### src/rtl/click_counter.sv
// ----------------------------------------------------------------------------
// click_counter
//
// Groups press strobes from the debounce stage into a multi-click gesture
// (single, double, triple...). Presses that arrive within WINDOW_MS of the
// previous press belong to the same gesture. When the window runs out, or
// when the MAX_CLICKS-th press arrives, the gesture is reported once as a
// count on a valid/ready handshake.
//
// Ports:
//   clk            system clock, rising edge
//   rst_n          asynchronous active-low reset
//   press_i        one-cycle press strobe from debounce
//   click_valid_o  gesture result available
//   click_ready_i  consumer accepts the result
//   click_count_o  presses in the gesture (1..MAX_CLICKS), stable while valid
//   click_drop_o   one-cycle pulse, a press was discarded while a result
//                  was waiting for acceptance
//
// All outputs come straight from flops. No input reaches an output
// combinationally.
// ----------------------------------------------------------------------------
module click_counter #(
    parameter int CLK_FREQ   = 50000000,
    parameter int WINDOW_MS  = 300,
    parameter int MAX_CLICKS = 3
) (
    input  logic                              clk,
    input  logic                              rst_n,
    input  logic                              press_i,
    output logic                              click_valid_o,
    input  logic                              click_ready_i,
    output logic [$clog2(MAX_CLICKS+1)-1:0]   click_count_o,
    output logic                              click_drop_o
);

    // Window length in cycles. The timer width is kept at least one bit so
    // that a one-cycle window still elaborates cleanly.
    localparam int W  = CLK_FREQ / 1000 * WINDOW_MS;
    localparam int TW = (W > 1) ? $clog2(W) : 1;
    localparam int CW = $clog2(MAX_CLICKS + 1);

    localparam logic [TW-1:0] W_M1    = TW'(W - 1);
    localparam logic [CW-1:0] MAX_CNT = CW'(MAX_CLICKS);
    localparam logic [CW-1:0] MAX_M1  = CW'(MAX_CLICKS - 1);

    // With MAX_CLICKS of one, the first press already completes a gesture.
    localparam bit SINGLE_SHOT = (MAX_CLICKS == 1);

    typedef enum logic [1:0] {
        IDLE,
        COUNT,
        EMIT
    } state_t;

    state_t          state_q, state_d;
    logic [CW-1:0]   cnt_q,   cnt_d;
    logic [TW-1:0]   timer_q, timer_d;
    logic            valid_q, valid_d;
    logic [CW-1:0]   count_q, count_d;
    logic            drop_q,  drop_d;

    // Next-state logic for the gesture FSM.
    // The timer holds the number of further idle edges that are still
    // allowed before the gesture closes. A press on the edge where it reads
    // zero still counts, so a gap of exactly W cycles extends the gesture.
    // In COUNT, cnt is always below MAX_CLICKS, so reaching MAX_M1 means
    // this press completes the gesture and cnt can never wrap.
    always_comb begin
        state_d = state_q;
        cnt_d   = cnt_q;
        timer_d = timer_q;
        drop_d  = 1'b0;

        case (state_q)
            IDLE: begin
                if (press_i) begin
                    cnt_d   = CW'(1);
                    timer_d = W_M1;
                    state_d = SINGLE_SHOT ? EMIT : COUNT;
                end
            end

            COUNT: begin
                if (press_i) begin
                    if (cnt_q == MAX_M1) begin
                        cnt_d   = MAX_CNT;
                        state_d = EMIT;
                    end else begin
                        cnt_d   = cnt_q + CW'(1);
                        timer_d = W_M1;
                    end
                end else if (timer_q == '0) begin
                    state_d = EMIT;
                end else begin
                    timer_d = timer_q - TW'(1);
                end
            end

            EMIT: begin
                if (click_ready_i) begin
                    if (press_i) begin
                        cnt_d   = CW'(1);
                        timer_d = W_M1;
                        state_d = SINGLE_SHOT ? EMIT : COUNT;
                    end else begin
                        cnt_d   = '0;
                        state_d = IDLE;
                    end
                end else if (press_i) begin
                    drop_d = 1'b1;
                end
            end

            default: begin
                state_d = IDLE;
                cnt_d   = '0;
                timer_d = '0;
            end
        endcase
    end

    // Output staging. The outputs are computed from the next state so that
    // they line up with the state register while still coming out of flops.
    // While a result is pending without a handshake, cnt_d equals cnt_q, so
    // the reported count holds steady until the consumer takes it.
    always_comb begin
        valid_d = (state_d == EMIT);
        count_d = (state_d == EMIT) ? cnt_d : '0;
    end

    // State, counter, timer and output registers. Reset clears everything,
    // including any pending result, without raising a drop pulse.
    always_ff @(posedge clk or negedge rst_n) begin
        if (!rst_n) begin
            state_q <= IDLE;
            cnt_q   <= '0;
            timer_q <= '0;
            valid_q <= 1'b0;
            count_q <= '0;
            drop_q  <= 1'b0;
        end else begin
            state_q <= state_d;
            cnt_q   <= cnt_d;
            timer_q <= timer_d;
            valid_q <= valid_d;
            count_q <= count_d;
            drop_q  <= drop_d;
        end
    end

    assign click_valid_o = valid_q;
    assign click_count_o = count_q;
    assign click_drop_o  = drop_q;

endmodule

### config.mk
export PLATFORM = sky130hd
export DESIGN_NAME = click_counter
export DESIGN_NICKNAME = d
export VERILOG_FILES = /design/src/rtl/click_counter.sv
export SDC_FILE = /design/constraint.sdc
export NUM_CORES = 1
export LEC_CHECK = 0
export CAP_MARGIN = 15
export CORE_ASPECT_RATIO = 2
export CORE_MARGIN = 2
export CORE_UTILIZATION = 45
export DETAILED_ROUTE_END_ITERATION = 12
export MAX_ROUTING_LAYER = met4
export SYNTH_ARGS = -nofsm -noshare
export SYNTH_HDL_FRONTEND = slang
export SYNTH_SLANG_ARGS = --single-unit
### constraint.sdc
create_clock -name clk -period 3 [get_ports clk]
set_input_delay 0.75 -clock clk [delete_from_list [all_inputs] [get_ports clk]]
set_output_delay 0.75 -clock clk [all_outputs]
set_load 0.02 [all_outputs]
==> metrics.md, run 1 <==
| Metric | Value |
|---|---|
| Vias in the first global route | 1649 |
| Gpl congestion | 0.891 |
| Setup_tns | 0 ns |
| Clock root buffer master | clkbuf_8 |
| Rows | 33 |
| Leak | 0.892 nW |
| Max_cap viols | 0 |
| Post-DR wirelength/cell | 17.5 um |
| Register area share after synthesis | 0.426 |
| # resized after CTS | 0 |
| TritonCTS clock tree | yes |
| Setup Viol. Count Final | 0 |
| Post-layout util | 0.521 |
| Final nets | around 220 |
| Largest net degree at the start of global routing | 33 |
| Achievable Freq | 425 MHz |
| Critical path class | reg2reg |
| Worst EP arrival | 2.54 ns |
| RSZ-0062 raised after global routing | false |
| Normalized max-slew margin | 0.521 |
| Antenna violations before repair | 0 |
| Status | completed |
| Boundary pin count | 8 |
| DRC viols | 0 |
| First-pass GRT wire length | 7790 um |
| Core Area | 0.00405 mm^2 |
| Distinct cell type count after synthesis | 42 |
| Crit path launch type | flip-flop |
| Clock sink count | 32 |
| Final Hold Vio Count | 0 |
| TritonCTS buffer count | 5 |
| Worst Path Max Fanout | 7 |
| Dpl hpwl | 3460 um |
| CP required | 3.19 ns |
| Post-Syn Instances | 200 |
| Pwr dens | approximately 670 mW/mm^2 |
| DRT iter0 DRCs | 53 |
| Flop pwr share | 0.464 |
| Ys async rst share | 1.00 |
| Latest clock arrival within the worst-skew pair | 0.28 ns |
| Final antenna-violating net count | 0 |
| Syn avg cell area | between 9 and 10 um^2 |
| Worst setup EP type | flip-flop |
| Commonest non-fill, non-tap cell in the layout | dfrtp_1 |
| Postcts setup bufs | 0 |
| Yosys reg bits | 32 |
| Area Overhead vs Synth | 12.0% |
| Switching part of the total power | 0.378 |
| GRT Util Overall | 0.222 |
| EDFF count, synth | 0 |
| Sw Pwr | 537 uW |
| Die area | 0.00475 mm^2 |
| Clk pin slew, worst setup/hold paths | 0.07 ns |
| Routed wire length | around 4600 um |
| Die W | 49.7 um |
| Hold_buf cts | 0 |
| Max Clock Skew | 0.00316 ns |
| Ys flop type | dfrtp_1 |
| Max Slew Vio Count | 0 |
| Internal | ~880 uW |
| Pre-antenna DRT Iters | 4 |
| Number of diodes | 0 |
| Yosys Warn Count | 0 |
| Worst-margin pin slew | between 0.7 and 0.8 ns |
| Synthesized cell area | 0.00188 mm^2 |
| Gr ovfl total | 0 |
| Ratio of cells with drive above 1 in the final layout | 0.113 |
| Max Root-Sink Buffers | 2 |
| Min-Delay Path Class | reg2reg |
| Min Tclk post-route | roughly 2.4 ns |
| Routed vias/inst | 6.31 |
| Syn Nets | 206 |
| Via count | 1672 |
| Die H | 95.5 um |
| Starting Density | 0.465 |
| Commonest cells after routing, fill and taps aside | 32 x dfrtp_1, 19 x nand2_1, 11 x a21oi_1, 10 x o31ai_1, 9 x nor2_1 |
| Tcrit/Tclk final | 0.784 |
| Maximum VDD drop | between 0.3 and 0.4 mV |
| Comb power frac | 0.317 |
| Clock network power share | 0.219 |
| Port buffer count | 7 |
| H-Tree Depth | 2 |
per-layer routing:
metal | global-route usage | wire length, um
met5 | - | 0
met4 | 0.109 | 101
met3 | 0.0376 | 131
met2 | 0.392 | 2560
met1 | 0.236 | 1840
layout make-up:
cell class                      count  area, um^2
Fill cell                         409        1940
Multi-Input combinational cell    152        1010
Sequential cell                    32         801
Timing Repair Buffer               14         123
Clock buffer                        6        72.6
Tap cell                           52        65.1
Inverter                            8        30.0
Clock inverter                      1        5.00
flip-flops by register name, summed over array words and instances (netlist names):
signal and cells:
click_count_o 2, cnt_q 2, click_valid_o 1, click_drop_o 1, state_q 2, timer_q 24
synthesized netlist by cell type, drive strengths merged (6+ instances only):
library cell,count,area share
or4,7,0.028
a21o,7,0.028
nand3,6,0.016
nand2b,8,0.027
or3,7,0.023
o31ai,10,0.040
nor3,8,0.021
o21ai,10,0.027
nor4,6,0.038
nor2,9,0.018
nand2,20,0.044
dfrtp,32,0.43
a21oi,11,0.029
inv,8,0.016
final timing paths:
kind | startpoint | endpoint | slack, ns | cells after the start
worst max register to register | timer_q[0]$_DFFE_PN0P_ | timer_q[11]$_DFFE_PN0P_ | 0.65 | 8
max in group asynchronous | rst_n | timer_q[3]$_DFFE_PN0P_ | 1.84 | 2
worst min register to register | timer_q[21]$_DFFE_PN0P_ | timer_q[21]$_DFFE_PN0P_ | 0.52 | 1
worst min-delay path | timer_q[21]$_DFFE_PN0P_ | timer_q[21]$_DFFE_PN0P_ | 0.52 | 1
min in group asynchronous | rst_n | timer_q[13]$_DFFE_PN0P_ | 0.87 | 2
worst max-delay path | timer_q[0]$_DFFE_PN0P_ | timer_q[11]$_DFFE_PN0P_ | 0.65 | 8
critical path: stages, from the launching register on:
cell and delay (ns):
dfrtp_1 0.43, inv_1 0.08, ha_1 0.18, nor3b_2 0.22, buf_4 0.18, nand4_2 0.16
or4_1 0.58, and3_1 0.26, mux2i_1 0.18
cell families after synthesis:
group,count (synthesis),synth area share
AO/OA/AOI/OAI,64,0.245
flip-flops,32,0.426
multiplexers,4,0.0213
buffers and inverters,16,0.0372
AND/OR/NAND/NOR,82,0.258
adder cells (fa/ha/maj),2,0.0133
power by group through the flow:
stage               combinational, mW  clock [mW]  sequential, mW
finish                          0.450       0.310           0.658
global route                    0.506       0.335           0.676
CTS                             0.453       0.316           0.657
detailed placement              0.452           0           0.663
global placement                0.438           0           0.657
floorplan                       0.343           0           0.629
stage by stage:
step / instance area, um^2 / instances / setup slack, ns / total power [mW] / hold slack (ns)
final: 2110 / 265 / 0.649 / 1.42 / 0.517
after global routing: 2110 / 265 / 0.498 / 1.52 / 0.545
after CTS: 2110 / 265 / 0.648 / 1.43 / 0.519
after detailed placement: 2030 / 258 / 0.388 / 1.11 / 0.496
after global placement: 2030 / 258 / 0.448 / 1.10 / 0.496
after floorplan: 1880 / 200 / 0.865 / 0.972 / 0.454
Note: power is estimated with default switching activity, not from simulation.
==> run 2, diff against run 1 <==
Clock period 3 ns to 2.3 ns, I/O delays scaled along.
==> metrics.md, run 2 (synthesized netlist as in run 1, its figures left out) <==
| Metric | Value |
|---|---|
| Starting Density | 0.465 (unchanged) |
| Worst Path Max Fanout | 6 (-1) |
| Antenna violations before repair | 0 (unchanged) |
| Rows | 33 (unchanged) |
| Final Hold Vio Count | 0 (unchanged) |
| Routed wire length | 5120 um (+10%) |
| Tcrit/Tclk final | 0.951 (+0.168) |
| Slowest stage delay, CP | 0.44 ns (-0.14 ns) |
| Die W | 49.7 um (unchanged) |
| TritonCTS clock tree | yes |
| Endpoint, Worst Hold | timer_q[21]$_DFFE_PN0P_ |
| First-pass GRT wire length | 8490 um (+8.9%) |
| Min-delay src | timer_q[21]$_DFFE_PN0P_ |
| Area Overhead vs Synth | 21.5% |
| Worst setup EP type | flip-flop |
| CP required | 2.46 ns (-0.73 ns) |
| Final Cell Area | 0.00229 mm^2 (+8.6%) |
| Normalized max-slew margin | 0.711 (+0.190) |
| Worst-margin pin slew | 0.431 ns (-0.282 ns) |
| Maximum VDD drop | 0.517 mV (+39%) |
| Setup_tns | 0 ns (unchanged) |
| Commonest non-fill, non-tap cell in the layout | dfrtp_1 |
| Port buffer count | 7 (unchanged) |
| Min-Delay Path Class | reg2reg |
| Crit path cell chain | nor4_4 -> nand4_1 -> o211ai_2 -> nand2_1 -> a221o_1 |
| Setup WS post-layout | 0.112 ns (-0.537 ns) |
| Pre-antenna DRT Iters | 4 (unchanged) |
| Worst EP arrival | 2.35 ns (-0.19 ns) |
| Routed vias/inst | 6.23 (-1.3%) |
| Latest clock arrival within the worst-skew pair | 0.29 ns (about the same) |
| Post-DR wirelength/cell | 18.0 um (+2.9%) |
| Max_cap viols | 0 (unchanged) |
| Filler instances | 408 (-0.24%) |
| Top delay family on crit path | simple AND/OR/NAND/NOR gates |
| Biggest register | timer_q |
| Core Area | 0.00405 mm^2 (unchanged) |
| CP Buf/Inv Count | 0 (-2) |
| Crit path launch type | flip-flop |
| DRT iter0 DRCs | 62 (+17%) |
| Vias in the first global route | 1844 (+12%) |
| R2R Path Start | timer_q[6]$_DFFE_PN0P_ |
| Max Clock Skew | 0.0118 ns (+0.00866 ns) |
| Final antenna-violating net count | 0 (unchanged) |
| Commonest cells after routing, fill and taps aside | 32 x dfrtp_1, 25 x buf_4, 19 x nand2_1, 10 x a21oi_1, 10 x o31ai_1 |
| Reg2Reg Setup Slack | 0.11 ns (-0.54 ns) |
| Leak | 0.989 nW (+11%) |
| Place WS | -0.0718 ns (-0.460 ns) |
| Number of diodes | 0 (unchanged) |
| Hold_buf cts | 0 (unchanged) |
| Pwr dens | 875 mW/mm^2 (+30%) |
| RSZ-0062 raised after global routing | false |
| Achievable Freq | 457 MHz (+7.5%) |
| Gpl congestion | 0.854 (-4.2%) |
| Dpl hpwl | 3890 um (+13%) |
| R2R Path End | timer_q[23]$_DFFE_PN0P_ |
| Clock root buffer master | clkbuf_8 |
| Clock sink count | 32 (unchanged) |
| Largest net degree at the start of global routing | 33 (unchanged) |
| TritonCTS buffer count | 5 (unchanged) |
| Setup Viol. Count Final | 0 (unchanged) |
| Ratio of cells with drive above 1 in the final layout | 0.203 (+0.0899) |
| Die area | 0.00475 mm^2 (unchanged) |
| Max reg flops | 24 (unchanged) |
| Via count | 1769 (+5.8%) |
| Crit-path slowest cell | dfrtp_1 |
| Placed cell areas | 0.00216 mm^2 (+6.3%) |
| Crit path launch | timer_q[6]$_DFFE_PN0P_ |
| GRT Util Overall | 0.245 (+0.0230) |
| Status | completed |
| Gr ovfl total | 0 (unchanged) |
| Die H | 95.5 um (unchanged) |
| Min Tclk post-route | 2.19 ns (-0.163 ns) |
| Boundary pin count | 8 (unchanged) |
| Final nets | 237 (+8.2%) |
| Critical path class | reg2reg |
| Max Root-Sink Buffers | 2 (unchanged) |
| Max Slew Vio Count | 0 (unchanged) |
| Clk pin slew, worst setup/hold paths | 0.08 ns (about the same) |
| Reg2reg path depth | 5 (-3) |
| DRC viols | 0 (unchanged) |
| H-Tree Depth | 2 (unchanged) |
| Hold depth | 1 (unchanged) |
## run 2: cell types whose count changed in the layout (fill, tap and decap cells not counted), sizes merged
cell / change
buf: +18
clkinvlp: +2
clkinv: -1
## run 2: how the worst max path moves through the flow
stage	cells past startpoint	to
after floorplan	9	timer_q[12]$_DFFE_PN0P_
after global placement	5	timer_q[16]$_DFFE_PN0P_
after detailed placement	5	timer_q[16]$_DFFE_PN0P_
after CTS	5	timer_q[23]$_DFFE_PN0P_
after global routing	6	timer_q[10]$_DFFE_PN0P_
final	5	timer_q[23]$_DFFE_PN0P_
## run 2: report_power, final
part	switching, mW	internal (mW)
combinational	0.369	0.314
sequential	0.169	0.686
clock	0.221	0.242
total	0.759	1.24
## run 2: routing by layer
layer / vias up / track usage / share of wire / wire (um)
met5: - / - / 0 / 0
met4: 0 / 0.162 / 0.044 / 225
met3: 20 / 0.0549 / 0.043 / 218
met2: 63 / 0.448 / 0.57 / 2910
met1: 861 / 0.220 / 0.34 / 1770
li1: 825 / - / - / -
## run 2: final cells by class
cell class / count / area (um^2) / share of cell area
inverter: 8 / 30.0 / 0.0131
sequential: 32 / 801 / 0.350
tap: 52 / 65.1 / 0.0284
clock buffer: 6 / 82.6 / 0.0361
timing repair buffer: 32 / 258 / 0.113
clock inverter: 2 / 15.0 / 0.00656
multi-input combinational: 152 / 1040 / 0.453
## run 2: stage by stage
step / hold slack, ns / utilization / std cells / power, mW
CTS: 0.517 / 0.557 / 283 / 1.98
floorplan: 0.279 / - / 200 / 1.27
finish: 0.524 / 0.565 / 284 / 2.00
global route: 0.551 / 0.565 / 284 / 2.13
detailed placement: 0.497 / 0.533 / 275 / 1.52
global placement: 0.497 / 0.533 / 275 / 1.47
## run 2: what timing repair did
action,CTS,global route
endpoints found under the setup margin,0,15
gates resized for setup,0,5
setup buffers,0,1
